File: src/rtl/uart_pkg.sv
// Shared types and helpers for the buffered UART transmitter.
package uart_pkg;

  typedef enum logic [2:0] {
    IDLE   = 3'd0,
    START  = 3'd1,
    DATA   = 3'd2,
    PARITY = 3'd3,
    STOP   = 3'd4
  } tx_state_t;

  localparam logic IDLE_LEVEL = 1'b1;
  localparam int   DATA_BITS  = 8;

  // Bit period in clocks, rounded to the nearest integer.
  function automatic int calc_bit_div(input int clk_freq, input int baud);
    return (clk_freq + baud / 2) / baud;
  endfunction

endpackage

File: src/rtl/sync_byte_fifo.sv
// Single-clock byte FIFO with show-ahead head output; DEPTH must be a power of 2.
module sync_byte_fifo #(
  parameter int DEPTH = 16
) (
  input  logic                   clk,
  input  logic                   reset_n,
  input  logic                   push,
  input  logic                   pop,
  input  logic [7:0]             din,
  output logic [7:0]             head,
  output logic                   full,
  output logic                   empty,
  output logic [$clog2(DEPTH):0] count
);

  localparam int AW = $clog2(DEPTH);

  logic [7:0]    mem [DEPTH];
  logic [AW-1:0] wr_ptr;
  logic [AW-1:0] rd_ptr;
  logic          do_push;
  logic          do_pop;

  assign do_push = push & ~full;
  assign do_pop  = pop & ~empty;
  assign full    = (count == (AW + 1)'(DEPTH));
  assign empty   = (count == '0);
  assign head    = mem[rd_ptr];

  // Pointers wrap naturally because DEPTH is a power of 2.
  always_ff @(posedge clk or negedge reset_n) begin
    if (!reset_n) begin
      wr_ptr <= '0;
      rd_ptr <= '0;
      count  <= '0;
    end else begin
      if (do_push) wr_ptr <= wr_ptr + 1'b1;
      if (do_pop)  rd_ptr <= rd_ptr + 1'b1;
      case ({do_push, do_pop})
        2'b10:   count <= count + 1'b1;
        2'b01:   count <= count - 1'b1;
        default: ;
      endcase
    end
  end

  always_ff @(posedge clk) begin
    if (do_push) mem[wr_ptr] <= din;
  end

endmodule

File: src/rtl/uart_tx_buffered.sv
// Buffered 8N1 UART transmitter; define UART_TX_PARITY_EN for 8E1 frames.
module uart_tx_buffered
  import uart_pkg::*;
#(
  parameter int CLK_FREQ   = 100_000_000,
  parameter int BAUD       = 115200,
  parameter int FIFO_DEPTH = 16
) (
  input  logic                        clk,
  input  logic                        reset_n,
  input  logic                        start,
  input  logic [7:0]                  data,
  output logic                        tx,
  output logic                        busy,
  output logic                        done,
  output logic                        full,
  output logic [$clog2(FIFO_DEPTH):0] fifo_count,
  output logic                        overflow
);

  localparam int                BIT_DIV  = calc_bit_div(CLK_FREQ, BAUD);
  localparam int                CNT_W    = (BIT_DIV > 1) ? $clog2(BIT_DIV) : 1;
  localparam logic [CNT_W-1:0]  BIT_LAST = CNT_W'(BIT_DIV - 1);
  localparam logic [2:0]        LAST_IDX = 3'(DATA_BITS - 1);

  tx_state_t        state;
  logic [CNT_W-1:0] baud_cnt;
  logic [2:0]       bit_idx;
  logic [7:0]       shift_reg;
  logic [7:0]       fifo_head;
  logic             fifo_empty;
  logic             push;
  logic             pop;
  logic             bit_end;
`ifdef UART_TX_PARITY_EN
  logic             parity_bit;
`endif

  // Full is the registered flag, so a write while full drops even if a pop lands this cycle.
  assign push    = start & ~full;
  assign bit_end = (baud_cnt == BIT_LAST);
  assign pop     = ~fifo_empty & ((state == IDLE) | ((state == STOP) & bit_end));

  sync_byte_fifo #(
    .DEPTH(FIFO_DEPTH)
  ) u_fifo (
    .clk    (clk),
    .reset_n(reset_n),
    .push   (push),
    .pop    (pop),
    .din    (data),
    .head   (fifo_head),
    .full   (full),
    .empty  (fifo_empty),
    .count  (fifo_count)
  );

  // A pop always loads the next frame, overriding the STOP->IDLE exit for back-to-back bytes.
  always_ff @(posedge clk or negedge reset_n) begin
    if (!reset_n) begin
      state      <= IDLE;
      baud_cnt   <= '0;
      bit_idx    <= '0;
      shift_reg  <= '0;
      tx         <= IDLE_LEVEL;
      done       <= 1'b0;
`ifdef UART_TX_PARITY_EN
      parity_bit <= 1'b0;
`endif
    end else begin
      done     <= 1'b0;
      baud_cnt <= bit_end ? '0 : baud_cnt + 1'b1;
      case (state)
        IDLE: baud_cnt <= '0;
        START: begin
          if (bit_end) begin
            state   <= DATA;
            tx      <= shift_reg[0];
            bit_idx <= '0;
          end
        end
        DATA: begin
          if (bit_end) begin
            if (bit_idx == LAST_IDX) begin
`ifdef UART_TX_PARITY_EN
              state <= PARITY;
              tx    <= parity_bit;
`else
              state <= STOP;
              tx    <= IDLE_LEVEL;
`endif
            end else begin
              shift_reg <= {1'b0, shift_reg[7:1]};
              tx        <= shift_reg[1];
              bit_idx   <= bit_idx + 1'b1;
            end
          end
        end
`ifdef UART_TX_PARITY_EN
        PARITY: begin
          if (bit_end) begin
            state <= STOP;
            tx    <= IDLE_LEVEL;
          end
        end
`endif
        STOP: begin
          if (bit_end) begin
            done  <= 1'b1;
            state <= IDLE;
          end
        end
        default: begin
          state <= IDLE;
          tx    <= IDLE_LEVEL;
        end
      endcase
      if (pop) begin
        state     <= START;
        tx        <= ~IDLE_LEVEL;
        shift_reg <= fifo_head;
        baud_cnt  <= '0;
`ifdef UART_TX_PARITY_EN
        parity_bit <= ^fifo_head;
`endif
      end
    end
  end

  // An accepted write raises busy on the next cycle, before the FIFO count is visible to the FSM.
  always_ff @(posedge clk or negedge reset_n) begin
    if (!reset_n) begin
      busy     <= 1'b0;
      overflow <= 1'b0;
    end else begin
      busy <= push | (state != IDLE) | (fifo_count != '0);
      if (start & full) overflow <= 1'b1;
    end
  end

endmodule

File: config.mk
export PLATFORM = sky130hd
export DESIGN_NAME = uart_tx_buffered
export DESIGN_NICKNAME = d
export VERILOG_FILES = /design/src/rtl/uart_pkg.sv /design/src/rtl/sync_byte_fifo.sv /design/src/rtl/uart_tx_buffered.sv
export SDC_FILE = /design/constraint.sdc
export NUM_CORES = 1
export LEC_CHECK = 0
export CELL_PAD_IN_SITES_DETAIL_PLACEMENT = 2
export CELL_PAD_IN_SITES_GLOBAL_PLACEMENT = 2
export CORE_MARGIN = 10
export CORE_UTILIZATION = 49
export CTS_CLUSTER_SIZE = 40
export DETAILED_ROUTE_END_ITERATION = 12
export PLACE_DENSITY = 0.94
export SYNTH_ARGS = -nofsm -noshare
export SYNTH_HDL_FRONTEND = slang
export SYNTH_HIERARCHICAL = 1
export SYNTH_SLANG_ARGS = --single-unit
File: constraint.sdc
create_clock -name clk -period 9.4 [get_ports clk]
set_clock_uncertainty 0.05 [all_clocks]
set_input_delay 1.88 -clock clk [delete_from_list [all_inputs] [get_ports clk]]
set_output_delay 1.88 -clock clk [all_outputs]
set_load 0.005 [all_outputs]
==> results.toml <==
[status]
status = "completed"

[critical_path]
r2r_setup_slack_ps = 4770
crit_required_ps = 9670
endpoint_kind = "flip-flop"
r2r_end = "u_fifo/count[4]"
r2r-start = "baud_cnt[0]"
start_kind = "input port"
crit_type = "in -> reg"
critical_path_arrival_ps = 4990
critPathCapture = "u_fifo/count[4]"
crit_fanout = 9
rr_worst_depth = 14
startpoint = "start"

[synth]
yosys-mux-area-fraction_pct = 10.0
synthFlopType = "edfxtp_1"
synth_top_area_share_pct = 53.1
avgSynthCellArea_um2 = 14.9
ys_ff_latch = 169
synth_cell_types = 53
yosysTopAreaCell = "edfxtp_1"
synth-compound-area-share_pct = 7.54
synth_async_sr_flop_share_pct = 24.3
yosys-top-cells-area = "edfxtp_1, dfrtp_1, mux4_2"
synth_edf_count = 128
yosys.area_share.adder_pct = 2.35
yosysWarnings = 6
synth_cells = 484
synth_top_family_by_area = "multiplexers"
synth-xor-area-share_pct = 2.30
synth_fp_nets = 508
synth-simple-area-share_pct = 7.23
ys_seq_area_share_pct = 67.3
syn_area_mm2 = 0.00724
yosysMostFrequentCell = "edfxtp_1"
synth_common_cells = "edfxtp_1, dfrtp_1, o21ai_0"

[hold_path]
min_path_cells = 1
worstHoldPathType = "reg -> reg"

[clocking]
cts_hold_buf = 0
cts_buffers = 17
cts_tree = "done"
cts_max_path_buffers = 2
cts_sinks = 169
clock_latency_ps = 440
clkSlewWorstSetupHoldPaths_ps = 70
post_cts_buffers = 0
cts_max_level = 4
clockRootBuffer = "clkbuf_16"
post_cts_resized = 0

[final_layout]
largest_reg_flops = 128
nets = 518
n_fill_cell = 1270
area_growth_pct = 12.0
drive_gt1_share_pct = 13.2
diodes = 0
fin_util_pct = 56.0

[floorplanning]
fp.dieH_um = 142
design.core.area_mm2 = 0.0145
start_util_pct = 50.0
num_rows = 44
dieArea_mm2 = 0.0200
die_x_um = 142
io_pins = 21

[place]
dp.final_hpwl_um = 13200
gp_congestion = 0.794
port_buffers = 20

[grt]
grtUsageTotal_pct = 22.1
grt_pass1_wl_um = 32600
gr-total-overflow = 0
antenna_found_initial = 0
grt_max_degree = 52
grt_pass1_vias = 4859

[sta]
hold_violations = 0
rsz0062_at_grt = "false"
post-route-period-util_pct = 50.2
timing_max_transition_violations_final = 0
fin_crit_ps = 4720
timing.fmax_mhz = 212
fin_tns_setup_ps = 0
relSlewSlack_pct = 13.0
setup_viol = 0
tightest_slew_ps = 1290

[routing]
drt_wl_total_um = 21200
drtAntennaViolNets = 0
routed_via_density = 6.32
dr.pass1.iters = 4
wl_per_cell_um = 30.7
remaining_drc_errors = 0
vias = 4365
dr.first_iter.drc_count = 309

[power]
p_leak_nw = 3.01
peakVddDrop_mv = 0.149
powerDensity_mw_per_mm2 = 235

[flow_run]
drv_cap = 0
final cells by class:
type / count / area [um2] / area share, %
multi-input combinational: 272 / 2140 / 26.4
inverter: 13 / 48.8 / 0.602
sequential: 169 / 4870 / 60.1
clock buffer: 17 / 425 / 5.25
tap: 184 / 230 / 2.84
clock inverter: 15 / 188 / 2.32
timing repair buffer: 21 / 203 / 2.50
worst min-delay path by stage:
stage,start,endpoint,slack (ps)
3_5_place_dp,overflow,overflow,430
3_3_place_gp,overflow,overflow,400
2_1_floorplan,baud_cnt[0],baud_cnt[0],400
4_1_cts,overflow,overflow,440
6_report,overflow,overflow,430
5_1_grt,overflow,overflow,450
critical path, cell delays in order:
cell             delay, ps
clkdlybuf4s50_1        480
nor2b_1                200
and2_1                 430
inv_1                  120
ha_1                   310
ha_1                   360
nor2b_1                160
o21ai_0                350
a21oi_1                140
or3b_1                 400
xnor2_1                150
cell families (layout without fill, tap and decap cells):
| kind of cell | count (synthesis) | in the layout |
|---|---|---|
| DFF | 169 | 169 |
| and+or+nand+nor | 102 | 102 |
| AOI/OAI and AO/OA | 87 | 87 |
| muxes | 51 | 51 |
| buffers and inverters | 43 | 66 |
| xor gates and xnor gates | 19 | 19 |
| adders and majority gates | 13 | 13 |
routing by layer:
layer	vias up	track usage, %	part of all wire (%)	wire, um
li1	1864	-	-	-
met1	2310	25.5	38	8150
met2	145	38.3	54	11500
met3	46	4.31	3.9	827
met4	0	10.9	3.7	779
met5	-	0	0	0
through the flow:
| step | hold WS [ps] | setup slack [ps] | total power, W | cell area [um2] | cells |
|---|---|---|---|---|---|
| finish | 430 | 4680 | 0.00190 | 8100 | 691 |
| global route | 450 | 4570 | 0.00196 | 8100 | 691 |
| CTS | 439 | 4780 | 0.00191 | 8100 | 691 |
| detailed placement | 425 | 4510 | 0.00117 | 7480 | 659 |
| global placement | 398 | 4770 | 0.00113 | 7480 | 659 |
| floorplan | 397 | 5460 | 0.00105 | 7240 | 484 |
placed cells by master, fill, tap and decap left out, types with 3 or more instances in the layout:
cell             synthesis  routed
mux2i_1                 26      26
clkbuf_16                0      17
inv_8                    0       4
xor2_1                  10      10
edfxtp_1               128     128
and2_1                   4       4
o21ai_1                  7       7
nor2_1                  26      26
a22oi_1                  8       8
clkdlybuf4s50_1          0      19
dfrtp_1                 40      39
xnor2_1                  9       9
mux4_2                  16      16
a21oi_1                 15      15
inv_1                   12      12
a211oi_1                 5       5
mux2_2                   8       8
a31oi_1                  5       5
nand2_1                 21      21
clkinv_8                 0       4
o21ai_0                 28      28
nor3_1                   8       7
ha_1                    12      12
nor2b_1                  4       4
and3_1                   5       5
nand4_1                  3       3
clkinv_4                 0       3
nand3_1                 15      15
a21o_1                   3       3
a221oi_1                 8       8
power breakdown:
part | internal, W | switching (W) | total, W
Sequential | 0.000883 | 0.0000619 | 0.000945
Combinational | 0.0000859 | 0.000150 | 0.000236
Clock | 0.000382 | 0.000340 | 0.000722
Note: power is estimated with default switching activity, not from simulation.
==> variant (config.mk and constraints unchanged) <==
The option `UART_TX_PARITY_EN` is turned on by a define.
--- a/src/rtl/uart_tx_buffered.sv
+++ b/src/rtl/uart_tx_buffered.sv
@@ -1,4 +1,6 @@
 // Buffered 8N1 UART transmitter; define UART_TX_PARITY_EN for 8E1 frames.
+`define UART_TX_PARITY_EN
+
 module uart_tx_buffered
   import uart_pkg::*;
 #(
Function: no difference found for any inputs over 10 cycles, from zero or initial values and one cycle with reset_n low; that may be too few to reach the edited logic, so the function may still have changed.
==> variant against the unedited design <==
Area after synthesis is 1.2% higher; global-route usage is 2.4 points lower; power is 1.7% lower; largest cell class unchanged; sequential cell count is 1 higher; critical endpoint unchanged; maximum frequency is 8.7% higher; design area is 0.85% higher; final cell count is 0.58% lower; worst setup slack better by 0.38 ns; routed wire length is 12% lower.
==> variant: results (changes against the unedited design) <==
Drt
  – Routed length on met3: 672 µm (-19%)
  – 1st-iter DRT viols: 352 (+14%)
  – Final WL: 18.7 mm (-12%)
  – Met2 routed WL: 10.1 mm (-12%)
  – Via count: 4088 (-6.3%)
  – Met1 WL: 7.56 mm (-7.3%)

Power and ir drop
  – Max IR drop VDD: 0.227 mV (+52%)
  – Leak Pwr: 3.08 nW (+2.5%)
  – Sequential power share: 50.4% (+0.7 points)
  – Internal power: 1.35 mW (+0.19%)

Logic synthesis
  – Mapped Cells: 474 (-2.1%)
  – Mux cell area share after synthesis: 12.0% (+2.0 points)
  – Top post-synthesis cells by area: edfxtp_1 52%, dfrtp_1 14%, mux4_2 4.9%, mux2i_1 3.7%, ha_1 2.0%
  – Synth top cells by count: 128 x edfxtp_1, 41 x dfrtp_1, 27 x mux2i_1, 27 x nor2_1, 23 x o21ai_0
  – Synth async-reset ratio: 24.7% (+0.45 points)
  – Count of unique library cells instantiated by Yosys: 51 (-3.8%)
  – Synth Area in XOR/XNOR: 3.11% (+0.81 points)
  – Synthesized Nets: 498 (-2.0%)
  – Synth Area in Adders: 2.32% (-0.029 points)
  – Post-synthesis compound-gate area fraction: 5.60% (-1.9 points)

Place
  – Detailed Place HPWL: 12.6 mm (-4.6%)
  – Final GP Congestion: 0.810 (+2.0%)
  – Pre-CTS WS: 4.61 ns (+0.106 ns)
  – Dpl cells: 654 (-0.76%)

Hold path
  – Hold EP: overflow$_DFFE_PN0P_
  – Min-delay src: overflow$_DFFE_PN0P_

CTS
  – CTS max path bufs: 2 (unchanged)

Layout
  – Fill count: 1262 (-0.63%)
  – Layout Cells excl Fill: 687 (-0.58%)
  – # nets final: 514 (-0.77%)
  – Proportion of layout cells with a drive suffix above 1: 14.9% (+1.7 points)

Global routing
  – Met1 usage: 23.7% (-1.8 points)
  – Total Routing Usage GR: 19.7% (-2.4 points)
  – First-pass GRT wire length: 29.5 mm (-9.6%)
  – M3 GR Usage: 4.84% (+0.53 points)
  – Vias in the first global route: 4596 (-5.4%)

STA
  – Rel. slew slack: 18.3% (+5.3 points)

Critical path
  – Flop-to-flop setup slack: 5.16 ns (+0.39 ns)
  – Crit path DAT: 4.62 ns (-0.37 ns)

Outcome
  – Outcome: complete, no violations
==> variant: changes by cell type after synthesis, sizes merged, moves of 3 or more <==
cell / delta
o311ai: +5
nand3: -8
o21ai: -11
clkbuf: -3
a211oi: -5
inv: +7
mux2: +11
xnor2: +6
a21oi: -4
and3: -3
a31oi: -3
==> variant: worst max-delay path, cell delays in order <==
cell,delay (ns)
clkdlybuf4s50_1,0.47
nor2b_1,0.18
and2_1,0.38
inv_1,0.11
ha_1,0.26
ha_1,0.33
nor2b_1,0.16
o21ai_0,0.22
a21oi_1,0.11
or3b_1,0.38
xnor2_1,0.14
==> variant: how the worst max path moves through the flow <==
stage	start	slack, ns	depth (start not counted)	to
after floorplan	start	5.46	11	u_fifo/count[4]$_DFFE_PN0P_
after global placement	start	4.79	11	u_fifo/count[4]$_DFFE_PN0P_
after detailed placement	start	4.61	11	u_fifo/count[4]$_DFFE_PN0P_
after CTS	start	5.06	11	u_fifo/count[4]$_DFFE_PN0P_
after global routing	start	4.81	11	u_fifo/count[4]$_DFFE_PN0P_
final	start	5.05	11	u_fifo/count[4]$_DFFE_PN0P_
==> variant: metrics by stage <==
step           cell area (µm²)  power [mW]  hold slack (ns)
6_report                  8170        1.87            0.432
5_1_grt                   8170        1.94            0.463
4_1_cts                   8160        1.89            0.443
3_5_place_dp              7580        1.18            0.463
3_3_place_gp              7580        1.15            0.389
2_1_floorplan             7320        1.06            0.398
==> variant: cell type report <==
class	instances	area (µm²)	share of cell area, %
clock buffers	18	429	5.25
clock inverters	14	156	1.91
inverters	20	75.1	0.919
multi-input cells	259	2170	26.6
flip-flops and latches	170	4900	59.9
well taps	184	230	2.82
repair buffers	22	210	2.57
